===== config.mk =====
export PLATFORM = sky130hd
export DESIGN_NAME = logic_unit_arbiter
export DESIGN_NICKNAME = d
export VERILOG_FILES = /design/src/rtl/logic_unit_arbiter_pkg.sv /design/src/rtl/logic_unit_arbiter_logic_unit16.sv /design/src/rtl/logic_unit_arbiter.sv
export SDC_FILE = /design/constraint.sdc
export NUM_CORES = 1
export LEC_CHECK = 0
export CAP_MARGIN = 20
export CORE_AREA = 3 3 95 97
export CTS_BUF_LIST = sky130_fd_sc_hd__clkbuf_16
export CTS_CLUSTER_SIZE = 20
export DETAILED_ROUTE_END_ITERATION = 16
export DIE_AREA = 0 0 98 100
export GPL_ROUTABILITY_DRIVEN = 0
export PLACE_DENSITY_LB_ADDON = 0.12
export SYNTH_ARGS = -nofsm -noshare
export SYNTH_HDL_FRONTEND = slang
export SYNTH_SLANG_ARGS = --single-unit

===== constraint.sdc =====
create_clock -name clk -period 3.5 [get_ports clk]
set_clock_uncertainty 0.15 [all_clocks]
set_input_delay 0.7 -clock clk [delete_from_list [all_inputs] [get_ports clk]]
set_output_delay 0.7 -clock clk [all_outputs]
set_load 0.03 [all_outputs]

===== src/rtl/logic_unit_arbiter_pkg.sv =====
// Shared definitions for the two-port 16-bit logic unit arbiter.
// Contents: logic-unit width, opcode and FSM state enums, and the captured
// operand bundle (opcode plus both operands) that the arbiter hands to the gate network.
package logic_unit_arbiter_pkg;

  localparam int unsigned LU_W = 16;

  // Opcode encoding shared with any other user of logic_unit16
  typedef enum logic [1:0] {
    LOP_AND  = 2'b00,
    LOP_OR   = 2'b01,
    LOP_NOT  = 2'b10,
    LOP_NAND = 2'b11
  } lop_e;

  typedef enum logic [1:0] {
    ST_IDLE = 2'b00,
    ST_EXEC = 2'b01,
    ST_RESP = 2'b10
  } state_e;

  // Operands captured at grant time
  typedef struct packed {
    lop_e            op;
    logic [LU_W-1:0] a;
    logic [LU_W-1:0] b;
  } lu_req_t;

endpackage


===== src/rtl/logic_unit_arbiter_logic_unit16.sv =====
// logic_unit16: combinational 16-bit bitwise logic unit (AND / OR / NOT / NAND).
// Ports:
//   op_i  opcode (lop_e encoding)
//   a_i   operand a
//   b_i   operand b (ignored for NOT)
//   y_c   combinational result
module logic_unit16
  import logic_unit_arbiter_pkg::*;
(
  input  logic [1:0]      op_i,
  input  logic [LU_W-1:0] a_i,
  input  logic [LU_W-1:0] b_i,
  output logic [LU_W-1:0] y_c
);

  logic [LU_W-1:0] and_c;
  logic [LU_W-1:0] or_c;
  logic [LU_W-1:0] not_a_c;
  logic [LU_W-1:0] nand_c;

  // Gate network; NAND reuses the AND gate followed by the inverter
  assign and_c   = a_i & b_i;
  assign or_c    = a_i | b_i;
  assign not_a_c = ~a_i;
  assign nand_c  = ~and_c;

  // Opcode mux
  always_comb begin
    y_c = and_c;
    case (lop_e'(op_i))
      LOP_AND:  y_c = and_c;
      LOP_OR:   y_c = or_c;
      LOP_NOT:  y_c = not_a_c;
      LOP_NAND: y_c = nand_c;
      default:  y_c = and_c;
    endcase
  end

endmodule


===== src/rtl/logic_unit_arbiter.sv =====
// logic_unit_arbiter: shares one logic_unit16 between two requesters using
// round-robin arbitration and a req/ack handshake. One operation in flight;
// IDLE -> EXEC -> RESP -> IDLE, ack pulses in RESP two cycles after grant.
// Ports:
//   clk, reset          clock, synchronous active-high reset
//   req0/op0/a0/b0      requester 0 request, opcode, operands
//   ack0/out0           requester 0 completion pulse and held result
//   req1/op1/a1/b1      requester 1 request, opcode, operands
//   ack1/out1           requester 1 completion pulse and held result
//   busy                high while an operation occupies EXEC or RESP
module logic_unit_arbiter
  import logic_unit_arbiter_pkg::*;
#(
  parameter int unsigned WIDTH      = 16,   // only 16 is legal
  parameter bit          FIRST_PRIO = 1'b0
) (
  input  logic             clk,
  input  logic             reset,
  input  logic             req0,
  input  logic [1:0]       op0,
  input  logic [WIDTH-1:0] a0,
  input  logic [WIDTH-1:0] b0,
  output logic             ack0,
  output logic [WIDTH-1:0] out0,
  input  logic             req1,
  input  logic [1:0]       op1,
  input  logic [WIDTH-1:0] a1,
  input  logic [WIDTH-1:0] b1,
  output logic             ack1,
  output logic [WIDTH-1:0] out1,
  output logic             busy
);

  state_e          state_q;
  logic            sel_q;
  logic            last_grant_q;
  lu_req_t         opnd_q;
  logic [LU_W-1:0] out0_q;
  logic [LU_W-1:0] out1_q;
  logic            ack0_q;
  logic            ack1_q;
  logic            busy_q;

  logic            grant1_c;
  lu_req_t         win_c;
  logic [LU_W-1:0] lu_y_c;

  // Requester 1 wins if alone, or if both ask and requester 0 was served last
  assign grant1_c = req1 & (~req0 | ~last_grant_q);

  // Winner's operand bundle
  always_comb begin
    win_c = '{op: lop_e'(op0), a: a0, b: b0};
    if (grant1_c) begin
      win_c = '{op: lop_e'(op1), a: a1, b: b1};
    end
  end

  logic_unit16 u_lu (
    .op_i (opnd_q.op),
    .a_i  (opnd_q.a),
    .b_i  (opnd_q.b),
    .y_c  (lu_y_c)
  );

  // Arbiter FSM with operand and per-port result registers.
  // The selected out register is loaded on the EXEC edge so the result is
  // visible in the same cycle as the ack pulse.
  always_ff @(posedge clk) begin
    if (reset) begin
      state_q      <= ST_IDLE;
      sel_q        <= 1'b0;
      last_grant_q <= ~FIRST_PRIO;
      opnd_q       <= '{op: LOP_AND, a: '0, b: '0};
      out0_q       <= '0;
      out1_q       <= '0;
      ack0_q       <= 1'b0;
      ack1_q       <= 1'b0;
      busy_q       <= 1'b0;
    end else begin
      ack0_q <= 1'b0;
      ack1_q <= 1'b0;
      case (state_q)
        ST_IDLE: begin
          if (req0 | req1) begin
            sel_q   <= grant1_c;
            opnd_q  <= win_c;
            busy_q  <= 1'b1;
            state_q <= ST_EXEC;
          end
        end
        ST_EXEC: begin
          if (sel_q) begin
            out1_q <= lu_y_c;
          end else begin
            out0_q <= lu_y_c;
          end
          ack0_q  <= ~sel_q;
          ack1_q  <= sel_q;
          state_q <= ST_RESP;
        end
        ST_RESP: begin
          last_grant_q <= sel_q;
          busy_q       <= 1'b0;
          state_q      <= ST_IDLE;
        end
        default: begin
          busy_q  <= 1'b0;
          state_q <= ST_IDLE;
        end
      endcase
    end
  end

  assign ack0 = ack0_q;
  assign ack1 = ack1_q;
  assign out0 = out0_q;
  assign out1 = out1_q;
  assign busy = busy_q;

endmodule


After elaboration in Yosys (flattened, before gate mapping)
Cells that the tools add are included.
{"block": "op_classes", "n_eq_ne": 6, "muxes": 6, "bitwise": 11, "n_reduce_logical": 7}
{"op": "case mux 16 bit (4 select lines)", "n": 1}
{"op": "2-to-1 mux 34 bit", "n": 1}
{"op": "inverter 16 bit", "n": 2}
{"op": "AND 16 bit", "n": 1}
{"op": "OR 16 bit", "n": 1}
{"op": "AND reduction 2 bit", "n": 4}
{"op": "== test 2 bit, second input constant", "n": 3}
{"op": "== test 2 x 1 -> 1 bit, second input constant", "n": 2}
{"op": "zero test 2 bit", "n": 2}
{"op": "inverter 1 bit", "n": 4}
{"op": "case mux 2 bit (2 select lines)", "n": 1}
{"op": "2-to-1 mux 2 bit", "n": 1}
{"op": "!= test 2 bit, second input constant", "n": 1}
{"op": "OR 1 bit", "n": 2}
{"op": "case mux 1 bit (2 select lines)", "n": 1}
{"op": "OR reduction 2 bit", "n": 1}
{"op": "AND 1 bit", "n": 1}
{"op": "2-to-1 mux 1 bit", "n": 1}
{"block": "totals", "reg_bits": 73, "in_bits": 72, "output_inout_bits": 35, "word_cells": 41}

Longest topological paths before layout
{"block": "logic_depth", "depth_word": 4, "mapped_depth": 6, "ltp_nobuf": 3}

Hierarchy
From an unflattened synthesis, not the netlist that was laid out.
{"block": "unflattened", "hier_cells": 431, "hier_area_um2": 3667.3}
{"mod": "logic_unit_arbiter", "n_inst": 1, "cells_per_inst": 360, "area_per_inst_um2": 3098.0, "seq_area_each_um2": 1461.4}
{"mod": "logic_unit16", "n_inst": 1, "cells_per_inst": 71, "area_per_inst_um2": 569.3, "seq_area_each_um2": 0.0}

Least setup slack after synthesis
Ideal clock, no wire load.
{"block": "synth_timing", "path_type": "input to register", "start": "input reset", "end": "register opnd_q[14] (netlist bit)", "setup_ns": 0.147, "arrival_ns": 1.573, "required_time_ns": 3.203, "path_slack_ns": 1.630, "path_stages": 4, "path_buffers": 3, "cell_sequence": "buf_2 -> clkbuf_1 -> clkbuf_1 -> a311oi_2"}
{"item": "from (decl)", "line_no": "logic_unit_arbiter.sv:18", "text": "input logic reset,"}
{"item": "to (signal assigned)", "line_no": "logic_unit_arbiter.sv:74", "text": "opnd_q <= '{op: LOP_AND, a: '0, b: '0};"}
{"item": "to (signal assigned)", "line_no": "logic_unit_arbiter.sv:87", "text": "opnd_q <= win_c;"}
{"item": "to (decl)", "line_no": "logic_unit_arbiter.sv:37", "text": "lu_req_t opnd_q;"}
No word-level cell between the ends.

Worst setup path in the final report
{"block": "layout_timing", "start": "input req0", "end": "register opnd_q[30] (netlist bit)"}
{"block": "layout_between", "elab_chain_cells": 4, "elab_cells_between_ends": 6, "cone_classes": "mux (1); bitwise (4); reduce/logical (1)"}
{"item": "from (decl)", "line_no": "logic_unit_arbiter.sv:19", "text": "input logic req0,"}
{"item": "inverter 1 bit", "line_no": "logic_unit_arbiter.sv:49", "text": "assign grant1_c = req1 & (~req0 | ~last_grant_q);"}
{"item": "OR 1 bit", "line_no": "logic_unit_arbiter.sv:49"}
{"item": "AND 1 bit", "line_no": "logic_unit_arbiter.sv:49"}
{"item": "2-to-1 mux 34 bit", "line_no": "logic_unit_arbiter.sv:54", "text": "if (grant1_c) begin"}
Several ways; a longest one is shown, not always the timed one.
A chain may end at the register's enable or synchronous reset.

==> results.md <==
| Result | Reported |
|---|---|
| Final net count | 572 |
| GR met1 Demand/Resource | 26.5% |
| DRC violations left | 0 |
| Register-to-register setup slack | 1.32 ns |
| Total inserted antenna cells | 0 |
| TritonCTS clock tree | built |
| Share of cells above drive strength 1 | 11.1% |
| Total CTS buffers | 9 |
| F_max | 446 MHz |
| Chip height | 100 um |
| Tightest slew margin relative to the limit | 27.8% |
| Setup repair after global routing missed its margin | false |
| Post-cts gate resize count | 0 |
| # clock sinks | 73 |
| Number of library cell types mapped by synthesis | 32 |
| Remaining antenna violation count after routing | 0 |
| Final worst-path cycle share | 64.1% |
| Via count normalized by instance count | 5.38 |
| Met3 GRT Util | 2.99% |
| Netlist Area Pre-Place | 3680 um2 |
| Final setup TNS | 0 ns |
| Fraction of registers with async set or reset after synthesis | 0% |
| CP Data Arrival Time | 2.26 ns |
| Series of cell instances along the critical path | clkdlybuf4s50_1, or2_1, buf_4, and2_4, a311oi_2 |
| Switching fraction of total power | 27.7% |
| Maximum level of the CTS H-tree | 3 |
| Most congested layer reported by global routing | met2 |
| Count of hold buffers inserted by post-cts repair | 0 |
| Dominant synthesized flop cell | sky130_fd_sc_hd__dfxtp_1 |
| Ranking of synthesized cells by area | sky130_fd_sc_hd__dfxtp_1 40%, sky130_fd_sc_hd__a311oi_2 12%, sky130_fd_sc_hd__nand2_1 7.1% |
| Count leader, synth | sky130_fd_sc_hd__dfxtp_1 |
| Final wirelength | 8.98 mm |
| Cell with the biggest individual delay on the critical path | sky130_fd_sc_hd__and2_4 |
| Total routing usage reported by global routing | 18.3% |
| Type of destination of the critical path | flop |
| Clock latency on the worst-skew pair | 0.32 ns |
| Startpoint class of the critical path | input port |
| Overall die width | 98 um |
| Number of max-slew violations in the final report | 0 |
| Classification of the worst-slack hold path | flop to flop |
| Antenna violations before repair | 0 |
| Number of enable-type register cells in the synthesized netlist | 0 |
| Measured slew at the worst slew-check pin | 1.08 ns |
| Pleak | 0.00177 uW |
| CP Data Required Time | 3.52 ns |
| Number of buffers inserted by port buffering | 106 |
| Share of power burned in registers | 40.2% |
| Sequential fraction of the synthesis area | 39.7% |
| Die area | 9800 um2 |
| Count of final hold-check violations | 0 |
| Total half-perimeter wirelength after legalization and detailed placement | 6.50 mm |
| Classification of the worst setup path | input port to flop |
| Wire length of the first global-routing pass | 14.8 mm |
| Average wire per cell in the routed design | 14.7 um |
| Max-cap viol count | 0 |
| Net count after synthesis | 489 |
| Sw power | 680 uW |
| Worst-case clock buffer depth | 2 |
| Top fanout value on the critical path | 34 |
| Global Route met2 Usage | 27.5% |
| Final global-route overflow total | 0 |
| Min cycle time layout | 2.24 ns |
| Status | finished clean |
| Number of top-level pins | 107 |
| Flop and latch count out of synthesis | 73 |
| Average cell area after synthesis | 8.82 um2 |
| Number of warnings printed during yosys synthesis | 0 |
| Top cell types by occurrence after synthesis | 73 x sky130_fd_sc_hd__dfxtp_1, 70 x sky130_fd_sc_hd__nand2_1, 36 x sky130_fd_sc_hd__a21oi_1, 31 x sky130_fd_sc_hd__nor2_1, 30 x sky130_fd_sc_hd__a311oi_2 |
| Count of endpoints failing setup in the final report | 0 |
| Post-layout instance area | 5010 um2 |
| Slowest cell delay on critical path | 0.52 ns |
| Internal cell power | 1780 uW |
| Power Dens Cells | 491 nW/um2 |
| Post-synth top area share | 39.7% |
| Number of violations reported at the end of detailed-routing iteration 0 | 169 |
| Largest net degree at the start of global routing | 49 |
| IR drop worst, VDD | 0.000240 V |
| Layout area overhead | 36.2% |
| Detailed-router iteration count before antenna repair | 5 |
| Power share of the combinational group | 21.4% |
| Fin Hold WS | 0.318 ns |
| Biggest area consumer among synthesized cells | sky130_fd_sc_hd__dfxtp_1 |
| Count of standard-cell rows | 33 |
| Portion of total power attributed to the clock network | 38.4% |
| Synthesized netlist cell count | 417 |
| Via count of the first global-routing pass | 3095 |
| Clk slew on worst S/H paths | 0.05 ns |
| Initial standard-cell utilization of the core | 44.8% |
| Master cell of the clock root buffer | sky130_fd_sc_hd__clkbuf_16 |
| Buffer count from post-CTS setup fixing | 0 |
| Cell area reported after detailed placement | 4700 um2 |
| Placeable core area | 8220 um2 |
| Total number of vias | 3283 |
## final cells by class
type                    count  area (um2)
clock buffers               9         225
clock inverters             7        86.3
fillers                   752        3210
inverters                  16        60.1
multi-input cells         289        1950
flip-flops and latches     73        1460
well taps                 105         131
repair buffers            111        1090
## cell usage in the layout (no fill, tap or decap), types with 2 or more instances in the layout
| cell type | synthesis | routed |
|---|---|---|
| sky130_fd_sc_hd__dfxtp_1 | 73 | 73 |
| sky130_fd_sc_hd__o311a_1 | 9 | 9 |
| sky130_fd_sc_hd__nor2_1 | 31 | 30 |
| sky130_fd_sc_hd__and3b_1 | 2 | 2 |
| sky130_fd_sc_hd__a211oi_1 | 20 | 20 |
| sky130_fd_sc_hd__nor2b_1 | 14 | 14 |
| sky130_fd_sc_hd__clkinv_1 | 0 | 2 |
| sky130_fd_sc_hd__nand3b_1 | 9 | 9 |
| sky130_fd_sc_hd__clkdlybuf4s50_1 | 0 | 105 |
| sky130_fd_sc_hd__a21bo_2 | 2 | 2 |
| sky130_fd_sc_hd__nand2_1 | 70 | 70 |
| sky130_fd_sc_hd__nand2b_1 | 22 | 22 |
| sky130_fd_sc_hd__clkbuf_16 | 0 | 9 |
| sky130_fd_sc_hd__a311oi_1 | 4 | 4 |
| sky130_fd_sc_hd__clkinvlp_4 | 0 | 2 |
| sky130_fd_sc_hd__bufinv_16 | 0 | 2 |
| sky130_fd_sc_hd__inv_1 | 16 | 17 |
| sky130_fd_sc_hd__a21oi_1 | 36 | 36 |
| sky130_fd_sc_hd__o21ai_0 | 12 | 12 |
| sky130_fd_sc_hd__a211o_1 | 7 | 7 |
| sky130_fd_sc_hd__buf_4 | 2 | 5 |
| sky130_fd_sc_hd__a311oi_2 | 30 | 30 |
| sky130_fd_sc_hd__o311ai_0 | 12 | 12 |
## power groups by stage
stage	clock network, uW	logic, uW	registers (uW)
after CTS	956	531	987
after detailed placement	0	529	1000
after global routing	996	577	1000
final	945	527	988
after global placement	0	518	1000
after floorplan	0	334	1010
## worst max-delay path: cells and delay by family
family	cells	cell delay (ns)
buffers and inverters	2	0.72
and+or+nand+nor	2	0.64
AOI/OAI and AO/OA	1	0.18
## registers in the layout, summed over array words and instances (netlist names)
| register | count |
|---|---|
| out1 | 16 |
| sel_q | 1 |
| last_grant_q | 1 |
| ack1 | 1 |
| busy | 1 |
| state_q | 2 |
| ack0 | 1 |
| opnd_q | 34 |
| out0 | 16 |
## through the flow
stage	std cells	util (%)	total power (uW)	worst slack, ns
floorplan	417	-	1350	1.63
global route	610	61.0	2570	1.13
detailed placement	594	57.2	1530	0.911
finish	610	61.0	2460	1.26
CTS	610	61.0	2470	1.24
global placement	594	57.2	1520	0.943
## metal layers
metal / vias up / part of all wire, %
met5: - / 0
met1: 1499 / 50
met4: 0 / 1.5
met2: 103 / 42
met3: 11 / 5.9
li1: 1670 / -
## final timing paths
path / start / end / cells after the start
worst min register to register: out1[0] / out1[0] / 2
worst max-delay path: req0 / opnd_q[30] / 5
worst max register to register: opnd_q[33] / out1[15] / 3
worst min-delay path: out1[0] / out1[0] / 2
## cell families after synthesis
group	after synthesis	share of synthesized area, %
compound gates	134	31.9
xor+xnor	1	0.238
buf+inv	55	7.28
flops	73	39.7
simple gates	154	20.9
Note: power is estimated with default switching activity, not from simulation.
